--- config.mk ---
export PLATFORM = sky130hd
export DESIGN_NAME = regfile_write_arbiter_flat
export DESIGN_NICKNAME = d
export VERILOG_FILES = /design/src/rtl/regfile_write_arbiter_if.sv /design/src/rtl/regfile_write_arbiter.sv /design/src/flat_wrapper.sv
export SDC_FILE = /design/constraint.sdc
export NUM_CORES = 1
export LEC_CHECK = 0
export CAP_MARGIN = 25
export CORE_MARGIN = 3
export CORE_UTILIZATION = 28
export DETAILED_ROUTE_END_ITERATION = 10
export PLACE_DENSITY = 0.5
export SLEW_MARGIN = 20
export SYNTH_ARGS = -nofsm -noshare
export SYNTH_HDL_FRONTEND = slang
export SYNTH_SLANG_ARGS = --single-unit
export TNS_END_PERCENT = 1
--- constraint.sdc ---
create_clock -name clk -period 5.7 [get_ports clk]
set_input_delay 1.71 -clock clk [delete_from_list [all_inputs] [get_ports clk]]
set_output_delay 1.71 -clock clk [all_outputs]
set_load 0.02 [all_outputs]
--- src/rtl/regfile_write_arbiter_if.sv ---
// Register-file write-port bundle: pipeline writeback, long-latency handshake,
// arbitrated write port, scoreboard query and status.
interface regfile_write_arbiter_if #(
    parameter int DEPTH = 4
);
    logic                     wb_valid;
    logic [4:0]               wb_reg;
    logic [31:0]              wb_data;
    logic                     lu_valid;
    logic                     lu_ready;
    logic [4:0]               lu_reg;
    logic [31:0]              lu_data;
    logic                     RegWrite;
    logic [4:0]               WriteRegister;
    logic [31:0]              WriteData;
    logic [4:0]               q_reg;
    logic                     q_pending;
    logic                     stall_req;
    logic                     overrun;
    logic [$clog2(DEPTH):0]   fifo_count;

    modport master (
        output wb_valid, wb_reg, wb_data, lu_valid, lu_reg, lu_data, q_reg,
        input  lu_ready, RegWrite, WriteRegister, WriteData, q_pending,
               stall_req, overrun, fifo_count
    );

    modport slave (
        input  wb_valid, wb_reg, wb_data, lu_valid, lu_reg, lu_data, q_reg,
        output lu_ready, RegWrite, WriteRegister, WriteData, q_pending,
               stall_req, overrun, fifo_count
    );
endinterface

--- src/rtl/regfile_write_arbiter.sv ---
// Arbitrates the MIPS register-file write port between the pipeline writeback
// stage (priority) and a FIFO of long-latency results, with starvation stall.
module regfile_write_arbiter #(
    parameter int DEPTH        = 4,
    parameter int STARVE_LIMIT = 4
) (
    input logic                    clk,
    input logic                    reset,
    regfile_write_arbiter_if.slave bus
);
    localparam int PW = $clog2(DEPTH);
    localparam int CW = PW + 1;
    localparam int SW = $clog2(STARVE_LIMIT + 1);
    localparam logic [SW-1:0] LIMIT = SW'(STARVE_LIMIT);

    logic [4:0]    regMem  [DEPTH];
    logic [31:0]   dataMem [DEPTH];
    logic [PW-1:0] rdPtr, wrPtr;
    logic [CW-1:0] fifoCount, nextCount;
    logic [SW-1:0] starveCnt, nextStarve;
    logic          stallReq, overrunFlag;
    logic          regWriteQ;
    logic [4:0]    writeRegQ;
    logic [31:0]   writeDataQ;
    logic          fifoEmpty, fifoFull, wbAct, enq, forceDeq, wbGrant, deq, drop;
    logic          qHit;

    always_comb begin
        fifoEmpty = (fifoCount == '0);
        fifoFull  = (fifoCount == CW'(DEPTH));
        wbAct     = bus.wb_valid && (bus.wb_reg != 5'd0);
        // Register-0 results complete the handshake but are never stored.
        enq       = bus.lu_valid && !fifoFull && (bus.lu_reg != 5'd0);
        forceDeq  = stallReq && !fifoEmpty;
        wbGrant   = wbAct && !forceDeq;
        deq       = forceDeq || (!wbAct && !fifoEmpty);
        drop      = forceDeq && wbAct;
        nextCount = fifoCount + CW'(enq) - CW'(deq);
        if (deq || fifoEmpty)
            nextStarve = '0;
        else if (wbGrant && (starveCnt < LIMIT))
            nextStarve = starveCnt + SW'(1);
        else
            nextStarve = starveCnt;
    end

    // Only occupied slots, counted from the head, take part in the query.
    always_comb begin
        qHit = 1'b0;
        for (int i = 0; i < DEPTH; i++) begin
            if ((CW'(i) < fifoCount) && (regMem[rdPtr + PW'(i)] == bus.q_reg))
                qHit = 1'b1;
        end
    end

    always_ff @(posedge clk or posedge reset) begin
        if (reset) begin
            rdPtr       <= '0;
            wrPtr       <= '0;
            fifoCount   <= '0;
            starveCnt   <= '0;
            stallReq    <= 1'b0;
            overrunFlag <= 1'b0;
            regWriteQ   <= 1'b0;
            writeRegQ   <= '0;
            writeDataQ  <= '0;
        end else begin
            if (enq) wrPtr <= wrPtr + PW'(1);
            if (deq) rdPtr <= rdPtr + PW'(1);
            fifoCount <= nextCount;
            starveCnt <= nextStarve;
            stallReq  <= (nextStarve >= LIMIT) && (nextCount != '0);
            if (drop) overrunFlag <= 1'b1;
            regWriteQ <= wbGrant || deq;
            if (wbGrant) begin
                writeRegQ  <= bus.wb_reg;
                writeDataQ <= bus.wb_data;
            end else if (deq) begin
                writeRegQ  <= regMem[rdPtr];
                writeDataQ <= dataMem[rdPtr];
            end
        end
    end

    // Storage is qualified by fifoCount, so it needs no reset.
    always_ff @(posedge clk) begin
        if (enq) begin
            regMem[wrPtr]  <= bus.lu_reg;
            dataMem[wrPtr] <= bus.lu_data;
        end
    end

    assign bus.lu_ready      = !fifoFull;
    assign bus.q_pending     = qHit && (bus.q_reg != 5'd0);
    assign bus.RegWrite      = regWriteQ;
    assign bus.WriteRegister = writeRegQ;
    assign bus.WriteData     = writeDataQ;
    assign bus.stall_req     = stallReq;
    assign bus.overrun       = overrunFlag;
    assign bus.fifo_count    = fifoCount;
endmodule

--- src/flat_wrapper.sv ---
// flat-port wrapper written by rule: the top's interface ports become plain ports
module regfile_write_arbiter_flat 
#(
    parameter int DEPTH        = 4,
    parameter int STARVE_LIMIT = 4
)
  (clk, reset, bus_wb_valid, bus_wb_reg, bus_wb_data, bus_lu_valid, bus_lu_reg, bus_lu_data, bus_q_reg, bus_lu_ready, bus_RegWrite, bus_WriteRegister, bus_WriteData, bus_q_pending, bus_stall_req, bus_overrun, bus_fifo_count);
  regfile_write_arbiter_if #(.DEPTH(DEPTH)) bus_i ();
  input logic clk;
  input logic reset;
  input wire logic [$bits(bus_i.wb_valid)-1:0] bus_wb_valid;
  input wire logic [$bits(bus_i.wb_reg)-1:0] bus_wb_reg;
  input wire logic [$bits(bus_i.wb_data)-1:0] bus_wb_data;
  input wire logic [$bits(bus_i.lu_valid)-1:0] bus_lu_valid;
  input wire logic [$bits(bus_i.lu_reg)-1:0] bus_lu_reg;
  input wire logic [$bits(bus_i.lu_data)-1:0] bus_lu_data;
  input wire logic [$bits(bus_i.q_reg)-1:0] bus_q_reg;
  output wire logic [$bits(bus_i.lu_ready)-1:0] bus_lu_ready;
  output wire logic [$bits(bus_i.RegWrite)-1:0] bus_RegWrite;
  output wire logic [$bits(bus_i.WriteRegister)-1:0] bus_WriteRegister;
  output wire logic [$bits(bus_i.WriteData)-1:0] bus_WriteData;
  output wire logic [$bits(bus_i.q_pending)-1:0] bus_q_pending;
  output wire logic [$bits(bus_i.stall_req)-1:0] bus_stall_req;
  output wire logic [$bits(bus_i.overrun)-1:0] bus_overrun;
  output wire logic [$bits(bus_i.fifo_count)-1:0] bus_fifo_count;
  assign bus_i.wb_valid = bus_wb_valid;
  assign bus_i.wb_reg = bus_wb_reg;
  assign bus_i.wb_data = bus_wb_data;
  assign bus_i.lu_valid = bus_lu_valid;
  assign bus_i.lu_reg = bus_lu_reg;
  assign bus_i.lu_data = bus_lu_data;
  assign bus_i.q_reg = bus_q_reg;
  assign bus_lu_ready = bus_i.lu_ready;
  assign bus_RegWrite = bus_i.RegWrite;
  assign bus_WriteRegister = bus_i.WriteRegister;
  assign bus_WriteData = bus_i.WriteData;
  assign bus_q_pending = bus_i.q_pending;
  assign bus_stall_req = bus_i.stall_req;
  assign bus_overrun = bus_i.overrun;
  assign bus_fifo_count = bus_i.fifo_count;
  regfile_write_arbiter #(.DEPTH(DEPTH), .STARVE_LIMIT(STARVE_LIMIT)) u_core (.clk(clk), .reset(reset), .bus(bus_i));
endmodule
* Word-level counts from Yosys, hierarchy flattened
Memories as Yosys holds them, arrays and structs flattened.
Cells that the tools add are included.
** Storage, ports and cells
- Memories :: 2
- RAM bits :: 148
- Output and inout bits :: 45
- Register bits after elaboration :: 50
- Input bits :: 83
- Word-level logic and storage cells :: 68
** Cells by class
- Mux-type cells :: 12
- $lt $le $gt $ge :: 6
- Equal/unequal tests :: 5
- Add/subtract/negate cells :: 7
- Reductions and logical operators :: 27
** Memories
- u_core.dataMem :: depth 4, width 32, read ports 1, clocked after memory_dff 0, write ports 1, RTL line regfile_write_arbiter.sv:17 : logic [31:0] dataMem [DEPTH];
- u_core.regMem :: depth 4, width 5, read ports 4, clocked after memory_dff 0, write ports 1, RTL line regfile_write_arbiter.sv:16 : logic [4:0] regMem [DEPTH];
** Operators with widths (number)
- 32-bit 2-to-1 mux :: 2
- 5-bit equality test :: 4
- 5-bit nonzero test :: 3
- 1-bit logical AND :: 14
- 5-bit 2-to-1 mux :: 2
- 1-bit by 3-bit < comparator with 1-bit output, first input constant :: 2
- 2-bit by 3-bit < comparator with 1-bit output, first input constant :: 2
- 1-bit 2-to-1 mux :: 6
- 3-bit 2-to-1 mux :: 2
- 2-bit by 1-bit adder with 2-bit output, second input constant :: 2
- 2-bit adder, second input constant :: 2
- 1-bit logical NOT :: 4
- 3-bit by 1-bit adder with 3-bit output :: 1
- 3-bit by 1-bit adder with 3-bit output, second input constant :: 1
- 3-bit equality test, second input constant :: 1
- 3-bit greater-or-equal comparator, second input constant :: 1
- 3-bit logical NOT :: 1
- 1-bit logical OR :: 3
- 3-bit < comparator, second input constant :: 1
- 3-bit nonzero test :: 1
- 3-bit by 1-bit subtractor with 3-bit output :: 1
- 2-bit nonzero test :: 1

* Logic depth before layout (Yosys ltp)
Gate-level depths: netlist of run 1.
- Depth in word-level cells :: 10
- Gate-level depth with buffers :: 10
- Gate-level depth less buffers :: 10

* Worst setup path before layout of run 1
Ideal clock, no wire load.
- Path kind :: input port to output port
- From :: input port bus_q_reg[0]
- To :: output port bus_q_pending
- Data arrival time :: 2860 ps
- Buffers on the path :: 1
- Data required time :: 3990 ps
- Path slack :: 1130 ps
- Cell stages on the path :: 7
- Cell sequence :: clkbuf_1 nor2_1 a21oi_1 o21ai_0 a21oi_1 o2111ai_1 o221ai_2
** On the way
- Longest elaborated chain between the ends :: 7
- Elaborated cells between the ends (all ways) :: 14
- Classes of those cells :: 4 x eq/ne; 4 x mux; 6 x reduce/logical
** Ends and longest elaborated chain
- start: declaration :: RTL line flat_wrapper.sv:17 : input wire logic [$bits(bus_i.q_reg)-1:0] bus_q_reg;
- 5-bit equality test :: RTL line regfile_write_arbiter.sv:51 : if ((CW'(i) < fifoCount) && (regMem[rdPtr + PW'(i)] == bus.q_reg))
- 1-bit logical AND :: RTL line regfile_write_arbiter.sv:51
- 1-bit 2-to-1 mux (4 in a row) :: RTL line regfile_write_arbiter.sv:51
- 1-bit logical AND (*) :: RTL line regfile_write_arbiter.sv:94 : assign bus.q_pending = qHit && (bus.q_reg != 5'd0);
- end: declaration :: RTL line flat_wrapper.sv:22 : output wire logic [$bits(bus_i.q_pending)-1:0] bus_q_pending;
Mark *: on every way between the ends. The rest lies on a longest branch, timed or not.

* Final worst setup path of run 1
Ends and elaborated chain as after synthesis.

==> results.cfg, run 1 <==
[synthesis]
synth_nets = 636
synth-main-ff-cell = edfxtp_1
synth_area_sq_um = 8560
avgSynthCellArea_sq_um = 15.8
yosysTopAreaCellShare_pct = 51.9
yosysMostFrequentCell = edfxtp_1
synth_edf_count = 148
yosys-top-cells-count = edfxtp_1, dfrtp_1, a21oi_1
ys_types = 44
yosys.area.top_type = edfxtp_1
synthTopCellsByArea = edfxtp_1, dfrtp_1, mux4_2
yosysWarnings = 0
synthCells = 543
async_flop_share_pct = 25.3
ys_seq_area_share_pct = 66.5
ys_ff_latch = 198

[global_route]
grt-ovfl-total = 0
grt_first_pass_wirelength_um = 32300
track_usage_pct = 12.8
grt_max_degree = 73
antenna_found_initial = 1
grt_pass1_vias = 5436

[setup_path]
cpPeakStageDelay_ns = 0.72
cp_common_cell = a21oi_1
crit_path_start_kind = input port
end_kind = output pin
crit_chain = clkdlybuf4s50_1, nor2_1, a21oi_1, o21ai_0, a21oi_1, o2111ai_1, o221ai_2, dlymetal6s2s_1
critPathSlowestCell = clkdlybuf4s50_1
crit_type = in -> out
critPathArrivalTime_ns = 3.60
cp.required_ns = 3.99
path_max_fanout = 8

[clocking]
max-clock-path-buffers = 2
htree_levels = 4
cts_buffers = 17
cts.sinks = 198
clock-root-buffer = clkbuf_16
clk_pin_slew_worst_paths_ns = 0.08
cts_tree = yes
clk-insertion-delay-late_ns = 0.43

[floorplan]
num_io_pins = 128
floorplan.initialDensity_pct = 28.7
rows = 63
die_h_um = 181
coreArea_sq_um = 29900
die_w_um = 181
die_area_sq_um = 32700

[timing]
fmax_mhz = 188
final-hold-violation-count = 0
tightest_slew_ns = 0.977
setup_viol = 0
rsz0062_at_grt = false
fin_crit_sh_pct = 93.2
period_needed_ns = 5.31
skew_ns = 0.0194
setup-tns-final_ns = 0
slew_viol_final = 0
relSlewSlack_pct = 34.8

[route]
routed_via_density = 4.80
drtAntennaViolNets = 0
drt_wl_total_um = 20900
drt_iter0_drc = 325
routedWlPerCell_um = 19.5
first_pass_iters = 4
vias = 5138
drc = 0

[power_and_ir_drop]
powerDensity_nw_per_um2 = 505
power.total_uw = 5470
leakagePower_uw = 0.00377
ir_drop_mv = 0.180

[cells_and_area]
area_growth_syn_to_layout_pct = 26.6
layout-drive-gt1-share_pct = 13.5
design.final.nets = 759

[status]
status = complete, no violations

[worst_hold_path]
holdCritPathClass = reg -> reg

[place]
io_buffers = 127
dpl.hpwl_um = 13800
gp_congestion = 0.863

[flow_run]
maxCapViolCount = 0
==> per-stage QoR <==
step	setup WS (ns)	utilization, %	hold slack, ns	instances	area (sq um)
4_1_cts	0.0204	36.2	0.495	1069	10800
6_report	0.388	36.3	0.497	1071	10800
5_1_grt	0.308	36.3	0.511	1070	10800
3_5_place_dp	0.0326	34.4	0.473	1037	10300
2_1_floorplan	1.13	-	0.571	543	8560
3_3_place_gp	0.131	34.3	0.466	1036	10200
==> sequential cells by signal, summed over array words and instances (netlist names), 2 cells and up <==
signal,count
u_core.bus.WriteRegister,5
u_core.regMem,20
u_core.bus.WriteData,32
u_core.rdPtr,2
u_core.starveCnt,3
u_core.wrPtr,2
u_core.bus.fifo_count,3
u_core.dataMem,128
==> cell type report <==
| type | count | area [sq um] |
|---|---|---|
| Fill cell | 2791 | 19000 |
| Clock buffer | 17 | 425 |
| Tap cell | 390 | 488 |
| Timing Repair Buffer | 139 | 1380 |
| Sequential cell | 198 | 5700 |
| Antenna cell | 2 | 5.00 |
| Clock inverter | 15 | 141 |
| Multi-Input combinational cell | 300 | 2650 |
| Inverter | 10 | 37.5 |
==> where the power goes <==
part           switching (uW)  total, uW  internal, uW
logic                    1160       2130           976
clock network             581       1160           579
registers                 235       2180          1940
total                    1970       5470          3500
==> critical path: cells and delay by family <==
kind	cells	cell delay [ns]
buf+inv	2	0.97
compound gates	5	0.80
simple gates	1	0.11
==> cell usage in the layout, fill, tap and decap left out, drive strengths merged, types with 2 or more instances in the layout <==
master and count:
inv 15, and2 5, a21oi 40, o21ai 39, diode 2, dfrtp 50
nand2 7, nor2b 35, a22oi 34, nor2 6, clkinvlp 3, mux4 32
clkdlybuf4s50 126, xnor2 13, nand3 2, a211oi 2, o22ai 3, mux2i 34
xor2 14, nor3 4, a32oi 3, clkbuf 17, buf 12, ha 9
o221ai 3, clkinv 7, nor4 5, edfxtp 148
==> timing repair <==
action	CTS	global route
setup buffers	0	0
resized for setup	0	1
endpoints found under the setup margin	0	1
hold buffers	0	0
==> kinds of logic after synthesis <==
group	count (synthesis)	synth area share (%)
buffers and inverters	45	2.69
multiplexers	67	12.5
adder cells (fa/ha/maj)	10	1.55
AO/OA/AOI/OAI	130	9.40
XOR/XNOR	27	2.76
flip-flops	198	66.5
AND/OR/NAND/NOR	66	4.53
==> path summary, 6_finish.rpt <==
| path | startpoint | end | slack [ns] | depth (start not counted) |
|---|---|---|---|---|
| worst min-delay path | u_core.bus.overrun$_DFFE_PP0P_ | u_core.bus.overrun$_DFFE_PP0P_ | 0.50 | 1 |
| worst min register to register | u_core.bus.overrun$_DFFE_PP0P_ | u_core.bus.overrun$_DFFE_PP0P_ | 0.50 | 1 |
| worst max-delay path | bus_q_reg[0] | bus_q_pending | 0.39 | 8 |
| min in group asynchronous | reset | u_core.bus.WriteData[3]$_DFFE_PP0P_ | 1.66 | 2 |
| max in group asynchronous | reset | u_core.rdPtr[0]$_DFFE_PP0P_ | 3.17 | 3 |
| worst max register to register | u_core.bus.fifo_count[0]$_DFF_PP0_ | u_core.regMem[0][0]$_DFFE_PP_ | 2.82 | 6 |
==> routing by layer <==
metal | share of wire (%) | global-route usage [%] | routed length [um]
met4 | 1.6 | 3.96 | 331
met1 | 46 | 17.0 | 9590
met3 | 4.0 | 2.64 | 842
met5 | 0 | 0 | 0
met2 | 49 | 21.3 | 10100
Power figures use the tool's default switching activity.
==> inputs of run 2 (changes only) <==
--- a/config.mk
+++ b/config.mk
@@ -5,11 +5,11 @@
 export SDC_FILE = /design/constraint.sdc
 export NUM_CORES = 1
 export LEC_CHECK = 0
-export CAP_MARGIN = 25
-export CORE_MARGIN = 3
+export CORE_MARGIN = 10
 export CORE_UTILIZATION = 28
 export DETAILED_ROUTE_END_ITERATION = 10
 export PLACE_DENSITY = 0.5
+export SKIP_LAST_GASP = 1
 export SLEW_MARGIN = 20
 export SYNTH_ARGS = -nofsm -noshare
 export SYNTH_HDL_FRONTEND = slang
==> run 2 against run 1 <==
Against the previous run:
- final area is essentially flat
- core utilization is essentially flat
- count of clock-buffer cells in the layout grew 3
- clock power grew 4%
- register-to-register slack lost 0.04 ns
- routed wire length grew 6.0%
- worst hold slack gained 0.011 ns
- via count grew 0.43%
- combinational power is essentially flat
- largest cell class unchanged
- sequential cell count is the same
- sequential share of layout area is essentially flat
- total power grew 1.0%
==> results.cfg, run 2 (synthesized netlist as in run 1, its figures left out) <==
[timing]
rsz0062_at_grt = false
tightest_slew_ns = 0.983
fmax_mhz = 181
fin_crit_sh_pct = 96.9
final-hold-violation-count = 0
slew_viol_final = 0
fin_ws_ns = 0.175
setup_viol = 0
period_needed_ns = 5.52
hold-worst-slack_ns = 0.508
skew_ns = 0.00918
relSlewSlack_pct = 34.5

[clocking]
cts_buffers = 17
clk-insertion-delay-late_ns = 0.42
clk_pin_slew_worst_paths_ns = 0.07
cts_tree = yes
clock-root-buffer = clkbuf_16
htree_levels = 4
post_cts_resized = 2
cts.sinks = 198
postCtsSetupRepairBufs = 0
max-clock-path-buffers = 2
hold_buffers = 0

[setup_path]
reg2reg_slack_ns = 2.78
critPathArrivalTime_ns = 3.81
cp.required_ns = 3.99
cpPeakStageDelay_ns = 0.64
critPathSlowestCell = clkdlybuf4s50_1
crit_chain = clkdlybuf4s50_1, nor3_1, a21oi_1, o21ai_0, a21oi_1, o2111ai_1, o221ai_2, dlygate4sd2_1
crit_path_start_kind = input port
cp_common_cell = a21oi_1
path_max_fanout = 5
end_kind = output pin
crit_type = in -> out

[cells_and_area]
antennaDiodeCount = 0
final_cell_mix = edfxtp_1, clkdlybuf4s50_1, dfrtp_1, a21oi_1, nor2b_1
utilization_pct = 36.3
top_register = u_core.dataMem
layout-drive-gt1-share_pct = 13.3
largest_reg_flops = 128
final_common_cell = edfxtp_1
design.final.nets = 759
fin_area_sq_um = 10800
area_growth_syn_to_layout_pct = 26.5

[floorplan]
rows = 63
die_w_um = 195
die_area_sq_um = 38000
coreArea_sq_um = 29900
die_h_um = 195
floorplan.initialDensity_pct = 28.7
num_io_pins = 128

[worst_hold_path]
holdCritPathClass = reg -> reg

[route]
top_layer_used = met4
drt-met1-wl_um = 9950
drt_iter0_drc = 299
wl_met3_um = 1060
routedWlPerCell_um = 20.7
drtAntennaViolNets = 0
first_pass_iters = 4
wl_met2_um = 11000
drc = 0
drt_wl_total_um = 22200
routed_via_density = 4.83
vias = 5160

[global_route]
grt_max_degree = 74
grt_first_pass_wirelength_um = 34700
grt-ovfl-total = 0
antenna_found_initial = 0
track_usage_pct = 11.8
grt_pass1_vias = 5550

[flow_run]
maxCapViolCount = 0

[place]
dp_slack_ns = -0.0176
dpl.hpwl_um = 14900
io_buffers = 127
gp_congestion = 0.862
place_area_sq_um = 10200

[status]
status = complete, no violations

[power_and_ir_drop]
powerDensity_nw_per_um2 = 510
ir_drop_mv = 0.184
leakagePower_uw = 0.00376
-- run 2: final timing paths --
| path | from | end | cells after the start |
|---|---|---|---|
| setup / recovery | bus_q_reg[2] | bus_q_pending | 8 |
| hold / removal | u_core.bus.overrun$_DFFE_PP0P_ | u_core.bus.overrun$_DFFE_PP0P_ | 1 |
| setup reg to reg | u_core.bus.fifo_count[1]$_DFF_PP0_ | u_core.bus.stall_req$_DFF_PP0_ | 9 |
| hold reg to reg | u_core.bus.overrun$_DFFE_PP0P_ | u_core.bus.overrun$_DFFE_PP0P_ | 1 |
| max in group asynchronous | reset | u_core.bus.WriteData[2]$_DFFE_PP0P_ | 3 |
| min in group asynchronous | reset | u_core.bus.WriteData[1]$_DFFE_PP0P_ | 2 |
-- run 2: stage by stage --
stage / cells / TNS, ns / power [uW]
floorplan: 543 / 0 / 3580
detailed placement: 1037 / -0.0176 / 4390
finish: 1069 / 0 / 5530
CTS: 1069 / 0 / 5620
global placement: 1037 / 0 / 4330
global route: 1069 / 0 / 5890
-- run 2: final cells by class --
cell class / instances / area [sq um]
Clock inverter: 12 / 144
Multi-Input combinational cell: 300 / 2650
Tap cell: 390 / 488
Fill cell: 2822 / 19000
Inverter: 10 / 37.5
Sequential cell: 198 / 5700
Timing Repair Buffer: 139 / 1360
Clock buffer: 20 / 447
-- run 2: metal layers --
layer	global-route usage, %	vias up
li1	-	2350
met1	14.8	2665
met2	19.7	136
met3	3.18	9
met4	2.65	0
met5	0	-
-- run 2: critical path, delay by kind of cell --
kind                   cells  cell delay (ns)
AND/OR/NAND/NOR            1             0.11
AO/OA/AOI/OAI              5             0.98
buffers and inverters      2             1.00
-- run 2: power breakdown --
part / internal, uW / switching, uW / total (uW)
Sequential: 1940 / 232 / 2170
Combinational: 967 / 1170 / 2140
Clock: 669 / 545 / 1210
Total: 3580 / 1950 / 5530
